## src/rtl/ip_tile_shifter_pkg.sv

```systemverilog
// Shared types and csr field positions for the parametrised IP-tile shifter.
package ip_tile_shifter_pkg;

    typedef enum logic [1:0] {
        IDLE  = 2'd0,
        LOAD  = 2'd1,
        SHIFT = 2'd2,
        DONE  = 2'd3
    } state_e;

    typedef enum logic [1:0] {
        LOGIC = 2'd0,
        ARITH = 2'd1,
        ROT   = 2'd2,
        RSVD  = 2'd3
    } mode_e;

    // csr_in command fields
    localparam int unsigned SEL_A_BIT = 0;
    localparam int unsigned SEL_B_BIT = 1;
    localparam int unsigned DIR_R_BIT = 2;
    localparam int unsigned DIR_L_BIT = 3;
    localparam int unsigned AMT_LSB   = 4;
    localparam int unsigned AMT_MSB   = 10;
    localparam int unsigned MODE_LSB  = 11;
    localparam int unsigned START_BIT = 15;

    // csr_out status fields
    localparam int unsigned DONE_BIT     = 0;
    localparam int unsigned BUSY_BIT     = 1;
    localparam int unsigned ERR_CFG_BIT  = 2;
    localparam int unsigned ERR_BUSY_BIT = 3;
    localparam int unsigned CARRY_BIT    = 4;
    localparam int unsigned CNT_LSB      = 8;

    function automatic logic [7:0] sat_inc8(input logic [7:0] v);
        return (v == 8'hFF) ? v : v + 8'd1;
    endfunction

endpackage

```

## src/rtl/shifter_step_unit.sv

```systemverilog
// Combinational shift of one word by 0..STEP bits; carry is the last bit moved out
// (or wrapped, in rotate mode).
module shifter_step_unit
    import ip_tile_shifter_pkg::*;
#(
    parameter int unsigned REG_WIDTH = 32,
    parameter int unsigned STEP      = 1
) (
    input  logic [REG_WIDTH-1:0]           word,
    input  logic                           left,
    input  mode_e                          mode,
    input  logic [$clog2(STEP + 1)-1:0]    count,
    output logic [REG_WIDTH-1:0]           shifted_c,
    output logic                           carry_c
);
    localparam int unsigned CNT_W = $clog2(STEP + 1);

    // Unrolled single-bit stages, each enabled while its index is below count.
    always_comb begin
        shifted_c = word;
        carry_c   = 1'b0;
        for (int unsigned i = 0; i < STEP; i++) begin
            if (CNT_W'(i) < count) begin
                if (left) begin
                    carry_c   = shifted_c[REG_WIDTH-1];
                    shifted_c = {shifted_c[REG_WIDTH-2:0],
                                 (mode == ROT) ? shifted_c[REG_WIDTH-1] : 1'b0};
                end else begin
                    carry_c   = shifted_c[0];
                    shifted_c = {(mode == ROT)   ? shifted_c[0] :
                                 (mode == ARITH) ? shifted_c[REG_WIDTH-1] : 1'b0,
                                 shifted_c[REG_WIDTH-1:1]};
                end
            end
        end
    end

endmodule

```

## src/rtl/ip_tile_fsm_param_shifter.sv

```systemverilog
// CSR-driven tile shifter: shifts operand A or B by up to REG_WIDTH bits, STEP bits per cycle.
// Optional macro SHIFTER_CYCLE_CNT_EN reports accept-to-DONE cycle count in csr_out[15:8].
module ip_tile_fsm_param_shifter
    import ip_tile_shifter_pkg::*;
#(
    parameter int unsigned REG_WIDTH     = 32,
    parameter int unsigned CSR_IN_WIDTH  = 16,
    parameter int unsigned CSR_OUT_WIDTH = 16,
    parameter int unsigned STEP          = 1
) (
    input  logic                     clk,
    input  logic                     rst,
    input  logic [CSR_IN_WIDTH-1:0]  csr_in,
    input  logic                     csr_in_re,
    input  logic [REG_WIDTH-1:0]     data_reg_a,
    input  logic [REG_WIDTH-1:0]     data_reg_b,
    output logic [CSR_OUT_WIDTH-1:0] csr_out,
    output logic                     csr_out_we,
    output logic [REG_WIDTH-1:0]     data_reg_c
);
    localparam int unsigned AMT_W = AMT_MSB - AMT_LSB + 1;
    localparam int unsigned CNT_W = $clog2(STEP + 1);

    state_e               state;
    mode_e                mode;
    logic                 use_b;
    logic                 left;
    logic [AMT_W-1:0]     amt;
    logic [AMT_W-1:0]     remaining;
    logic [REG_WIDTH-1:0] work;
    logic                 shift_carry;
    logic                 done;
    logic                 busy;
    logic                 err_cfg;
    logic                 err_busy;
    logic                 carry;
`ifdef SHIFTER_CYCLE_CNT_EN
    logic [7:0]           cyc_cnt;
    logic [7:0]           cyc_out;
`endif

    logic                 start_req;
    logic                 cfg_ok;
    mode_e                cmd_mode;
    logic [AMT_W-1:0]     amt_raw;
    logic [AMT_W-1:0]     amt_sat;
    logic [CNT_W-1:0]     step_cnt;
    logic [REG_WIDTH-1:0] step_word;
    logic                 step_carry;
    logic                 unused_bits;

    // Command decode; reserved csr_in bits are intentionally ignored.
    assign start_req   = csr_in_re & csr_in[START_BIT];
    assign cmd_mode    = mode_e'(csr_in[MODE_LSB +: 2]);
    assign cfg_ok      = (csr_in[SEL_A_BIT] ^ csr_in[SEL_B_BIT]) &
                         (csr_in[DIR_R_BIT] ^ csr_in[DIR_L_BIT]) &
                         (cmd_mode != RSVD);
    assign amt_raw     = csr_in[AMT_MSB:AMT_LSB];
    assign amt_sat     = (amt_raw > AMT_W'(REG_WIDTH)) ? AMT_W'(REG_WIDTH) : amt_raw;
    assign step_cnt    = (remaining >= AMT_W'(STEP)) ? CNT_W'(STEP) : CNT_W'(remaining);
    assign unused_bits = ^csr_in;

    shifter_step_unit #(
        .REG_WIDTH (REG_WIDTH),
        .STEP      (STEP)
    ) u_step (
        .word      (work),
        .left      (left),
        .mode      (mode),
        .count     (step_cnt),
        .shifted_c (step_word),
        .carry_c   (step_carry)
    );

    always_ff @(posedge clk) begin
        if (rst) begin
            state       <= IDLE;
            mode        <= LOGIC;
            use_b       <= 1'b0;
            left        <= 1'b0;
            amt         <= '0;
            remaining   <= '0;
            work        <= '0;
            shift_carry <= 1'b0;
            done        <= 1'b0;
            busy        <= 1'b0;
            err_cfg     <= 1'b0;
            err_busy    <= 1'b0;
            carry       <= 1'b0;
            data_reg_c  <= '0;
            csr_out_we  <= 1'b0;
`ifdef SHIFTER_CYCLE_CNT_EN
            cyc_cnt     <= '0;
            cyc_out     <= '0;
`endif
        end else begin
            csr_out_we <= 1'b0;
            // A start outside IDLE only flags; the running operation is untouched.
            if (start_req && state != IDLE) begin
                err_busy   <= 1'b1;
                csr_out_we <= 1'b1;
            end
            unique case (state)
                IDLE: begin
                    if (start_req) begin
                        csr_out_we <= 1'b1;
                        if (cfg_ok) begin
                            use_b       <= csr_in[SEL_B_BIT];
                            left        <= csr_in[DIR_L_BIT];
                            mode        <= cmd_mode;
                            amt         <= amt_sat;
                            done        <= 1'b0;
                            err_cfg     <= 1'b0;
                            err_busy    <= 1'b0;
                            carry       <= 1'b0;
                            shift_carry <= 1'b0;
                            busy        <= 1'b1;
                            state       <= LOAD;
`ifdef SHIFTER_CYCLE_CNT_EN
                            cyc_cnt     <= 8'd1;
                            cyc_out     <= '0;
`endif
                        end else begin
                            err_cfg <= 1'b1;
                            done    <= 1'b0;
                        end
                    end
                end
                LOAD: begin
                    work      <= use_b ? data_reg_b : data_reg_a;
                    remaining <= amt;
                    state     <= (amt == '0) ? DONE : SHIFT;
`ifdef SHIFTER_CYCLE_CNT_EN
                    cyc_cnt   <= sat_inc8(cyc_cnt);
`endif
                end
                SHIFT: begin
                    work        <= step_word;
                    shift_carry <= step_carry;
                    remaining   <= remaining - AMT_W'(step_cnt);
                    if (remaining <= AMT_W'(STEP)) begin
                        state <= DONE;
                    end
`ifdef SHIFTER_CYCLE_CNT_EN
                    cyc_cnt     <= sat_inc8(cyc_cnt);
`endif
                end
                DONE: begin
                    data_reg_c <= work;
                    carry      <= shift_carry;
                    done       <= 1'b1;
                    busy       <= 1'b0;
                    csr_out_we <= 1'b1;
                    state      <= IDLE;
`ifdef SHIFTER_CYCLE_CNT_EN
                    cyc_out    <= sat_inc8(cyc_cnt);
`endif
                end
                default: state <= IDLE;
            endcase
        end
    end

    // Status word is pure wiring of flops that only change alongside a csr_out_we pulse.
    always_comb begin
        csr_out               = '0;
        csr_out[DONE_BIT]     = done;
        csr_out[BUSY_BIT]     = busy;
        csr_out[ERR_CFG_BIT]  = err_cfg;
        csr_out[ERR_BUSY_BIT] = err_busy;
        csr_out[CARRY_BIT]    = carry;
`ifdef SHIFTER_CYCLE_CNT_EN
        csr_out[CNT_LSB +: 8] = cyc_out;
`endif
    end

endmodule

```

## config.mk

```make
export PLATFORM = sky130hd
export DESIGN_NAME = ip_tile_fsm_param_shifter
export DESIGN_NICKNAME = d
export VERILOG_FILES = /design/src/rtl/ip_tile_shifter_pkg.sv /design/src/rtl/shifter_step_unit.sv /design/src/rtl/ip_tile_fsm_param_shifter.sv
export SDC_FILE = /design/constraint.sdc
export NUM_CORES = 1
export LEC_CHECK = 0
export ABC_CLOCK_PERIOD_IN_PS = 2390
export CORE_ASPECT_RATIO = 2
export CORE_MARGIN = 3
export CORE_UTILIZATION = 46
export CTS_BUF_LIST = sky130_fd_sc_hd__clkbuf_8
export DETAILED_ROUTE_END_ITERATION = 6
export GPL_TIMING_DRIVEN = 0
export MAX_ROUTING_LAYER = met4
export PLACE_DENSITY = 0.77
export REMOVE_ABC_BUFFERS = 1
export SETUP_SLACK_MARGIN = 0.02
export SYNTH_ARGS = -nofsm -noshare
export SYNTH_HDL_FRONTEND = slang
export SYNTH_SLANG_ARGS = --single-unit
```

## constraint.sdc

```tcl
create_clock -name clk -period 2.39 [get_ports clk]
set_clock_uncertainty 0.05 [all_clocks]
set_input_delay 0.3585 -clock clk [delete_from_list [all_inputs] [get_ports clk]]
set_output_delay 0.3585 -clock clk [all_outputs]
set_load 0.02 [all_outputs]
```

Word level (Yosys, flattened, before mapping)
Index checks and enable logic that the tools add are counted.
- reductions and logical operators: 15
- equality and inequality tests: 11
- $lt $le $gt $ge: 4
- multiplexer cells: 34
- $add $sub $neg: 1
- bitwise logic cells: 5
- operator list (cell ; count):
    two-way mux 32 bit ; 3
    one-hot mux 32 bit (2 select lines) ; 1
    two-way mux 1 bit ; 19
    AND reduction 3 bit ; 5
    one-hot mux 7 bit (2 select lines) ; 1
    one-hot mux 1 bit (2 select lines) ; 5
    inequality test 2 bit (second input constant) ; 4
    one-hot mux 2 bit (4 select lines) ; 1
    nonzero test 2 bit ; 4
    greater-or-equal comparator 7 x 1 -> 1 bit (second input constant) ; 1
    greater-than comparator 7 x 6 -> 1 bit (second input constant) ; 1
    less-or-equal comparator 7 x 1 -> 1 bit (second input constant) ; 1
    zero test 7 bit ; 1
    two-way mux 7 bit ; 1
    subtractor 7 x 1 -> 7 bit ; 1
    == test 2 bit (second input constant) ; 3
    two-way mux 2 bit ; 3
    AND reduction 2 bit ; 3
    == test 2 x 1 -> 1 bit (second input constant) ; 2
    inequality test 4 x 3 -> 1 bit (second input constant) ; 1
    bitwise AND 1 bit ; 3
    zero test 2 bit ; 1
    inequality test 2 x 1 -> 1 bit (second input constant) ; 1
    bitwise XOR 1 bit ; 2
    2 further kinds ; 2
- output and inout port bits: 49
- flip-flop bits (word level): 91
- input port bits: 83

Longest topological paths before layout
Gate-level depths: netlist of the first run.
- depth in word-level cells: 6
- depth in mapped cells: 8

By module
A second synthesis of the first run with hierarchy kept.
- cell total of the unflattened synthesis: 616
- area, all modules: 5121.2 µm²
- modules (own cells, without submodules) (module ; times used ; seq. area each (µm²) ; area an instance (µm²) ; cells an instance):
    ip_tile_fsm_param_shifter ; 1 ; 1821.7 ; 4377.9 ; 503
    shifter_step_unit ; 1 ; 0.0 ; 743.2 ; 113

Least setup slack after synthesis of the first run
No wires, ideal clock.
- path kind: flip-flop to flip-flop
- start point: register state[0]
- end point: register amt[0]
- stages on the path, launching flop included: 9
- path buffers: 2
- data required time: 2280 ps
- arrival time: 1896 ps
- setup slack: 384 ps
- cell sequence: dfxtp_1 inv_1 ha_1 buf_6 nand3_4 or4_1 buf_2 a2111oi_4 a22o_1
- word-level cells in the longest chain between the ends: 2
- ends and longest elaborated chain (item ; RTL line ; text):
    from (decl) ; ip_tile_fsm_param_shifter.sv:24 ; state_e state;
    from (signal assigned) ; ip_tile_fsm_param_shifter.sv:132 ; state <= (amt == '0) ? DONE : SHIFT;
    zero test 2 bit ; ip_tile_fsm_param_shifter.sv:103 ; unique case (state)
    AND reduction 3 bit (no line) ; -- ;
    to (signal assigned) ; ip_tile_fsm_param_shifter.sv:111 ; amt <= amt_sat;
    to (decl) ; ip_tile_fsm_param_shifter.sv:28 ; logic [AMT_W-1:0] amt;
No other way between the ends.
A chain may end at the register's enable or synchronous reset.

Final worst setup path of the first run
- start point: register state[0]
- end point: register work[31]
- word-level cells in the longest chain between the ends: 3
- elaborated cells between the ends (all ways): 7
- classes of those cells: eq/ne: 4; mux: 1; reduce/logical: 2
- ends and longest elaborated chain (item ; RTL line ; text):
    == test 2 bit or == test 2 x 1 -> 1 bit (tied branches) ; ip_tile_fsm_param_shifter.sv:103 ;
    inequality test 4 x 3 -> 1 bit (no line), or another cell as far along ; -- ;
    AND reduction 3 bit (no line) ; -- ;
    to (signal assigned) ; ip_tile_fsm_param_shifter.sv:130 ; work <= use_b ? data_reg_b : data_reg_a;
    to (signal assigned) ; ip_tile_fsm_param_shifter.sv:138 ; work <= step_word;
    to (decl) ; ip_tile_fsm_param_shifter.sv:30 ; logic [REG_WIDTH-1:0] work;
Several ways; a longest one is shown, not always the timed one.

==> results of run 1 <==
## per-layer routing
layer | vias up | share of wire (%) | wire length, µm
met3 | 28 | 3.8 | 497
li1 | 2140 | - | -
met2 | 136 | 58 | 7450
met4 | 0 | 2.8 | 366
met5 | - | 0 | 0
met1 | 2078 | 36 | 4640
## area by class of cell
class	count	area, µm²
Clock buffer	11	151
Clock inverter	5	27.5
Fill cell	867	3610
Inverter	9	37.5
Multi-Input combinational cell	422	2690
Sequential cell	91	1820
Tap cell	132	165
Timing Repair Buffer	131	1370
Timing Repair inverter	2	12.5
## cells in the mapped netlist, drive strengths merged, types with 2 or more instances
cell type and number:
a21oi 48, o31ai 2, a31oi 3, and2 2, nor3b 2, buf 32
or4 2, o211ai 2, xnor2 2, nor2 47, nand2 108, nor2b 3
nor3 8, a22o 5, clkbuf 23, nand3 35, ha 5, o21ai 11
dfxtp 91, nor4 4, o21a 3, nand4b 2, inv 9, mux2i 94
a21o 3, nand2b 2
## cell families after synthesis
logic type / synth area share (%)
AOI/OAI and AO/OA: 12.4
xor gates and xnor gates: 0.371
DFF: 38.5
buffers and inverters: 6.77
muxes: 20.1
other: 0.0793
and+or+nand+nor: 20.4
adders and majority gates: 1.32
## report_power, final
part           internal [mW]  switching [mW]
Combinational          0.829            1.04
Sequential              1.72           0.229
Clock                  0.428           0.541
## sequential cells by signal (all words and copies together), names as in the netlist
register     cells
amt              7
busy             1
carry            1
csr_out_we       1
data_reg_c      32
done             1
err_busy         1
err_cfg          1
left             1
mode             2
remaining        7
shift_carry      1
state            2
use_b            1
work            32
## what timing repair did
action,in CTS,in global routing
hold endpoints to repair,0,0
gates resized for setup,6,3
gates cloned,3,0
buffers inserted,5,4
setup endpoints to repair,45,23
pin swaps,3,1
## per-stage QoR
| step | util [%] | TNS, ps |
|---|---|---|
| 2_1_floorplan | - | -32330 |
| 3_3_place_gp | 58.9 | -143140 |
| 3_5_place_dp | 59.8 | -56550 |
| 4_1_cts | 63.0 | 0 |
| 5_1_grt | 63.5 | 0 |
| 6_report | 63.5 | 0 |
## how the worst max path moves through the flow
stage	endpoint	startpoint	depth (start not counted)	slack, ps
2_1_floorplan	work[31]$_SDFFE_PP0P_	state[0]$_SDFFE_PP0P_	6	-990
3_3_place_gp	work[31]$_SDFFE_PP0P_	state[0]$_SDFFE_PP0P_	6	-2370
3_5_place_dp	work[5]$_SDFFE_PP0P_	state[0]$_SDFFE_PP0P_	6	-1640
4_1_cts	amt[2]$_SDFFE_PP0P_	state[0]$_SDFFE_PP0P_	6	90
5_1_grt	work[31]$_SDFFE_PP0P_	state[0]$_SDFFE_PP0P_	8	40
6_report	work[31]$_SDFFE_PP0P_	state[0]$_SDFFE_PP0P_	8	160
==> flow_metrics.py, run 1 <==
metrics = {
    "floorplanning": {
        "die-area_um2": 11600,
        "io_pins": 132,
        "rows": 51,
        "core_area_um2": 9890,
        "start_util_pct": 47.8,
        "die_h_um": 149,
        "die_x_um": 77.7,
    },
    "yosys": {
        "async_flop_share_pct": 0,
        "synth_top_area_share_pct": 38.5,
        "synth_seq_cells": 91,
        "ys.flop_type": "dfxtp_1",
        "yosys_warnings": 0,
        "avgSynthCellArea_um2": 8.35,
        "syn_area_um2": 4730,
        "seq_area_frac_synth_pct": 38.5,
        "syn_inst": 566,
        "synth_edf_count": 0,
        "synth_area_leader_cell": "dfxtp_1",
        "ys_types": 52,
        "synth_area_leaders": "dfxtp_1 39%, mux2i_1 20%, nand2_1 8.6%",
    },
    "sta": {
        "period_minus_slack_ps": 2230,
        "slew_headroom_pct": 40.1,
        "setup_viol": 0,
        "post-route-period-util_pct": 93.5,
        "fin_ws_ps": 156,
        "hold_viol": 0,
        "whs_ps": 437,
        "rsz0062_at_grt": "no",
        "worstMarginPinSlew_ps": 898,
        "fmax_mhz": 448,
        "finalMaxSlewViolations": 0,
    },
    "placement": {
        "place_ws_ps": -1640,
        "placed_area_um2": 5920,
        "portBuffers": 118,
        "dp_cells": 775,
        "hpwl_mm": 8.85,
        "place_congestion": 0.807,
    },
    "global_routing": {
        "grt.met2_usage_pct": 43.0,
        "grt_pass1_vias": 4362,
        "grt_pass1_wl_mm": 21.0,
        "met3_usage_pct": 3.57,
        "busiest_layer": "met2",
        "use_met1_pct": 23.2,
        "antenna_found_initial": 0,
        "grt.overflow.total": 0,
        "grt_max_degree": 88,
        "grt_usage_pct": 23.3,
    },
    "worst_setup_path": {
        "critPathKind": "register to register",
        "arrival_ps": 2460,
        "rr_worst_depth": 8,
        "cp_slowest_cell": "ha_4",
        "worstPathRequired_ps": 2620,
        "timing.rr.end": "work[31]$_SDFFE_PP0P_",
        "worstPathCellList": "inv_1 > ha_4 > clkinvlp_4 > buf_4 > o31ai_4 > buf_12 > a31oi_1 > o32ai_1",
        "crit_buf_inv": 4,
        "end_kind": "register",
        "start_kind": "register",
        "worst_path_largest_cell_delay_ps": 440,
        "crit_family": "buffers and inverters",
        "reg2reg_setup_slack_ps": 160,
        "cp_max_fo": 26,
        "reg2reg_from": "state[0]$_SDFFE_PP0P_",
    },
    "cts": {
        "ctsHoldBuffers": 0,
        "path_clk_slew_ps": 90,
        "root_buffer": "clkbuf_8",
        "cts_made_buffers": 9,
        "cts_sinks": 91,
        "cts_tree": "built",
        "htree_levels": 3,
        "cts.path.max_buffers": 2,
        "clock_latency_ps": 360,
    },
    "routing": {
        "first_iter_violations": 332,
        "drc": 0,
        "routed_via_density": 5.46,
        "via_count": 4382,
        "wl_mm": 13.0,
        "dr.pass1.iters": 5,
        "avgRoutedWirePerCell_um": 16.1,
        "antenna_left": 0,
    },
    "status": {
        "status": "completed",
    },
    "final_layout": {
        "area_delta_synth_final_pct": 32.9,
        "fin_nets": 754,
        "final_cell_mix": "117 x clkdlybuf4s50_1, 108 x nand2_1, 94 x mux2i_1",
        "n_antenna_cell": 0,
        "final_common_cell": "clkdlybuf4s50_1",
        "layout-drive-gt1-share_pct": 7.90,
        "final_area_um2": 6280,
        "fin_cells": 803,
    },
    "pwr": {
        "power_density_nw_per_um2": 763,
        "ir_worst_vdd_mv": 0.759,
        "total_leakage_power_nw": 2.07,
        "power_mw": 4.79,
    },
    "flow_run": {
        "maxCapViolCount": 0,
    },
    "min_path": {
        "hp-class": "register to register",
        "hold_depth": 1,
        "worstHoldStart": "err_busy$_SDFF_PP0_",
        "hold_end": "err_busy$_SDFF_PP0_",
    },
}
Note: power is estimated with default switching activity, not from simulation.
==> run 2: changes to the inputs <==
CAP_MARGIN = 20   (was not set)
==> run 2 against run 1 <==
Effect of this change:
- global-route usage down 1.2 points
- cell count decreased by 1.0%
- core utilization down 0.53 points
- final area decreased by 0.84%
- non-clock buffer count fell by 2
- setup slack worse by 49 ps
- count of clock-buffer cells in the layout decreased by 1
- die area stayed put
- register-to-register slack worse by 50 ps
- critical path type unchanged
- largest power group unchanged
- highest routed layer unchanged
==> flow_metrics.py, run 2 (synthesized netlist as in run 1, its figures left out) <==
metrics = {
    "status": {
        "status": "completed",
    },
    "cts": {
        "cts_made_buffers": 9,
        "cts.path.max_buffers": 2,
        "clock_latency_ps": 350,
        "root_buffer": "clkbuf_8",
        "cts_sinks": 91,
        "htree_levels": 3,
        "cts_tree": "built",
        "ctsHoldBuffers": 0,
        "path_clk_slew_ps": 80,
    },
    "final_layout": {
        "filler_cell_count": 866,
        "top_regs": "data_reg_c x32, work x32",
        "n_antenna_cell": 0,
        "multi_input_area_um2": 2670,
        "fin_nets": 749,
        "fin_util_pct": 63.0,
        "area_delta_synth_final_pct": 31.8,
        "layout-drive-gt1-share_pct": 6.03,
        "final_cell_mix": "117 x clkdlybuf4s50_1, 108 x nand2_1, 94 x mux2i_1",
        "final-seq-area_um2": 1820,
        "final_common_cell": "clkdlybuf4s50_1",
    },
    "routing": {
        "antenna_left": 0,
        "drc": 0,
        "via_count": 4327,
        "dr.pass1.iters": 5,
        "avgRoutedWirePerCell_um": 15.7,
        "wl_mm": 12.5,
        "first_iter_violations": 266,
        "routed_via_density": 5.44,
    },
    "floorplanning": {
        "die-area_um2": 11600,
        "die_x_um": 77.7,
        "io_pins": 132,
        "start_util_pct": 47.8,
        "rows": 51,
        "die_h_um": 149,
        "core_area_um2": 9890,
    },
    "sta": {
        "finalMaxSlewViolations": 0,
        "period_minus_slack_ps": 2280,
        "post-route-period-util_pct": 95.5,
        "hold_viol": 0,
        "setup_viol": 0,
        "setup_tns_ps": 0,
        "fmax_mhz": 438,
        "rsz0062_at_grt": "no",
        "worstMarginPinSlew_ps": 903,
        "slew_headroom_pct": 39.8,
        "whs_ps": 435,
    },
    "global_routing": {
        "antenna_found_initial": 0,
        "grt_max_degree": 88,
        "grt_usage_pct": 22.1,
        "grt_pass1_vias": 4286,
        "grt_pass1_wl_mm": 20.0,
        "grt.overflow.total": 0,
    },
    "placement": {
        "portBuffers": 118,
        "place_congestion": 0.807,
        "hpwl_mm": 9.08,
    },
    "pwr": {
        "power_density_nw_per_um2": 743,
        "ir_worst_vdd_mv": 0.677,
        "total_leakage_power_nw": 2.06,
    },
    "worst_setup_path": {
        "crit_buf_inv": 4,
        "crit_cells": 8,
        "cp_max_fo": 28,
        "critPathKind": "register to register",
        "worstPathRequired_ps": 2610,
        "arrival_ps": 2500,
        "rr_worst_depth": 8,
        "worstPathCellList": "inv_1 > ha_4 > clkinvlp_4 > buf_4 > buf_16 > a21o_1 > o221a_2 > nor3_1",
        "start_kind": "register",
        "end_kind": "register",
        "crit_family": "buffers and inverters",
        "worst_path_largest_cell_delay_ps": 420,
        "cp_slowest_cell": "ha_4",
    },
    "min_path": {
        "hp-class": "register to register",
        "hold_depth": 1,
    },
    "flow_run": {
        "maxCapViolCount": 0,
    },
}
## run 2: layout make-up
class	count	area share, %
Inverter	9	0.602
Sequential cell	91	29.3
Tap cell	132	2.65
Timing Repair Buffer	129	22.2
Multi-Input combinational cell	421	42.8
Clock buffer	10	2.21
Clock inverter	3	0.181
## run 2: where the power goes
part           internal (mW)  leakage, nW  switching (mW)
clock network          0.379       0.0879           0.486
registers               1.72        0.738           0.228
logic                  0.825         1.24           0.989
total                   2.93         2.06            1.70
## run 2: metal layers
metal  global-route usage [%]  vias up  part of all wire (%)
met3                     4.35       23                   4.0
met2                     41.3      132                    58
met1                     21.5     2055                    36
met5                        -        -                     0
li1                         -     2117                     -
met4                     9.71        0                   2.6
## run 2: what timing repair did
item                       CTS  global route
pin swaps                    1             1
gates resized for setup      5             1
buffers inserted             3             2
setup endpoints to repair   45            40
## run 2: stage by stage
stage,instances,area (µm²),power [mW],setup slack [ps]
2_1_floorplan,521,4480,2.96,-990
3_3_place_gp,771,5830,3.45,-2370
3_5_place_dp,777,5960,3.59,-888
4_1_cts,793,6170,4.54,25.4
5_1_grt,795,6230,4.92,40.3
6_report,795,6230,4.63,106
## run 2: final timing paths
path	start	end	slack (ps)
setup / recovery	state[0]$_SDFFE_PP0P_	remaining[0]$_SDFFE_PP0P_	110
hold / removal	err_cfg$_SDFFE_PP0P_	err_cfg$_SDFFE_PP0P_	440
setup reg to reg	state[0]$_SDFFE_PP0P_	remaining[0]$_SDFFE_PP0P_	110
hold reg to reg	err_cfg$_SDFFE_PP0P_	err_cfg$_SDFFE_PP0P_	440
==> run 3: changes to the inputs <==
==> constraint.sdc (replaced) <==
create_clock -name clk -period 2.39 [get_ports clk]
set_clock_uncertainty 0.05 [all_clocks]
set_input_delay 0.239 -clock clk [delete_from_list [all_inputs] [get_ports clk]]
set_output_delay 0.239 -clock clk [all_outputs]
set_load 0.02 [all_outputs]
==> results of run 3 <==
Same layout as run 2 (identical final DEF). Status: completed.
Among the figures that moved: hold slack 435 ps -> 407 ps; end point of the worst hold path err_cfg$_SDFFE_PP0P_ -> mode[1]$_SDFFE_PP0P_
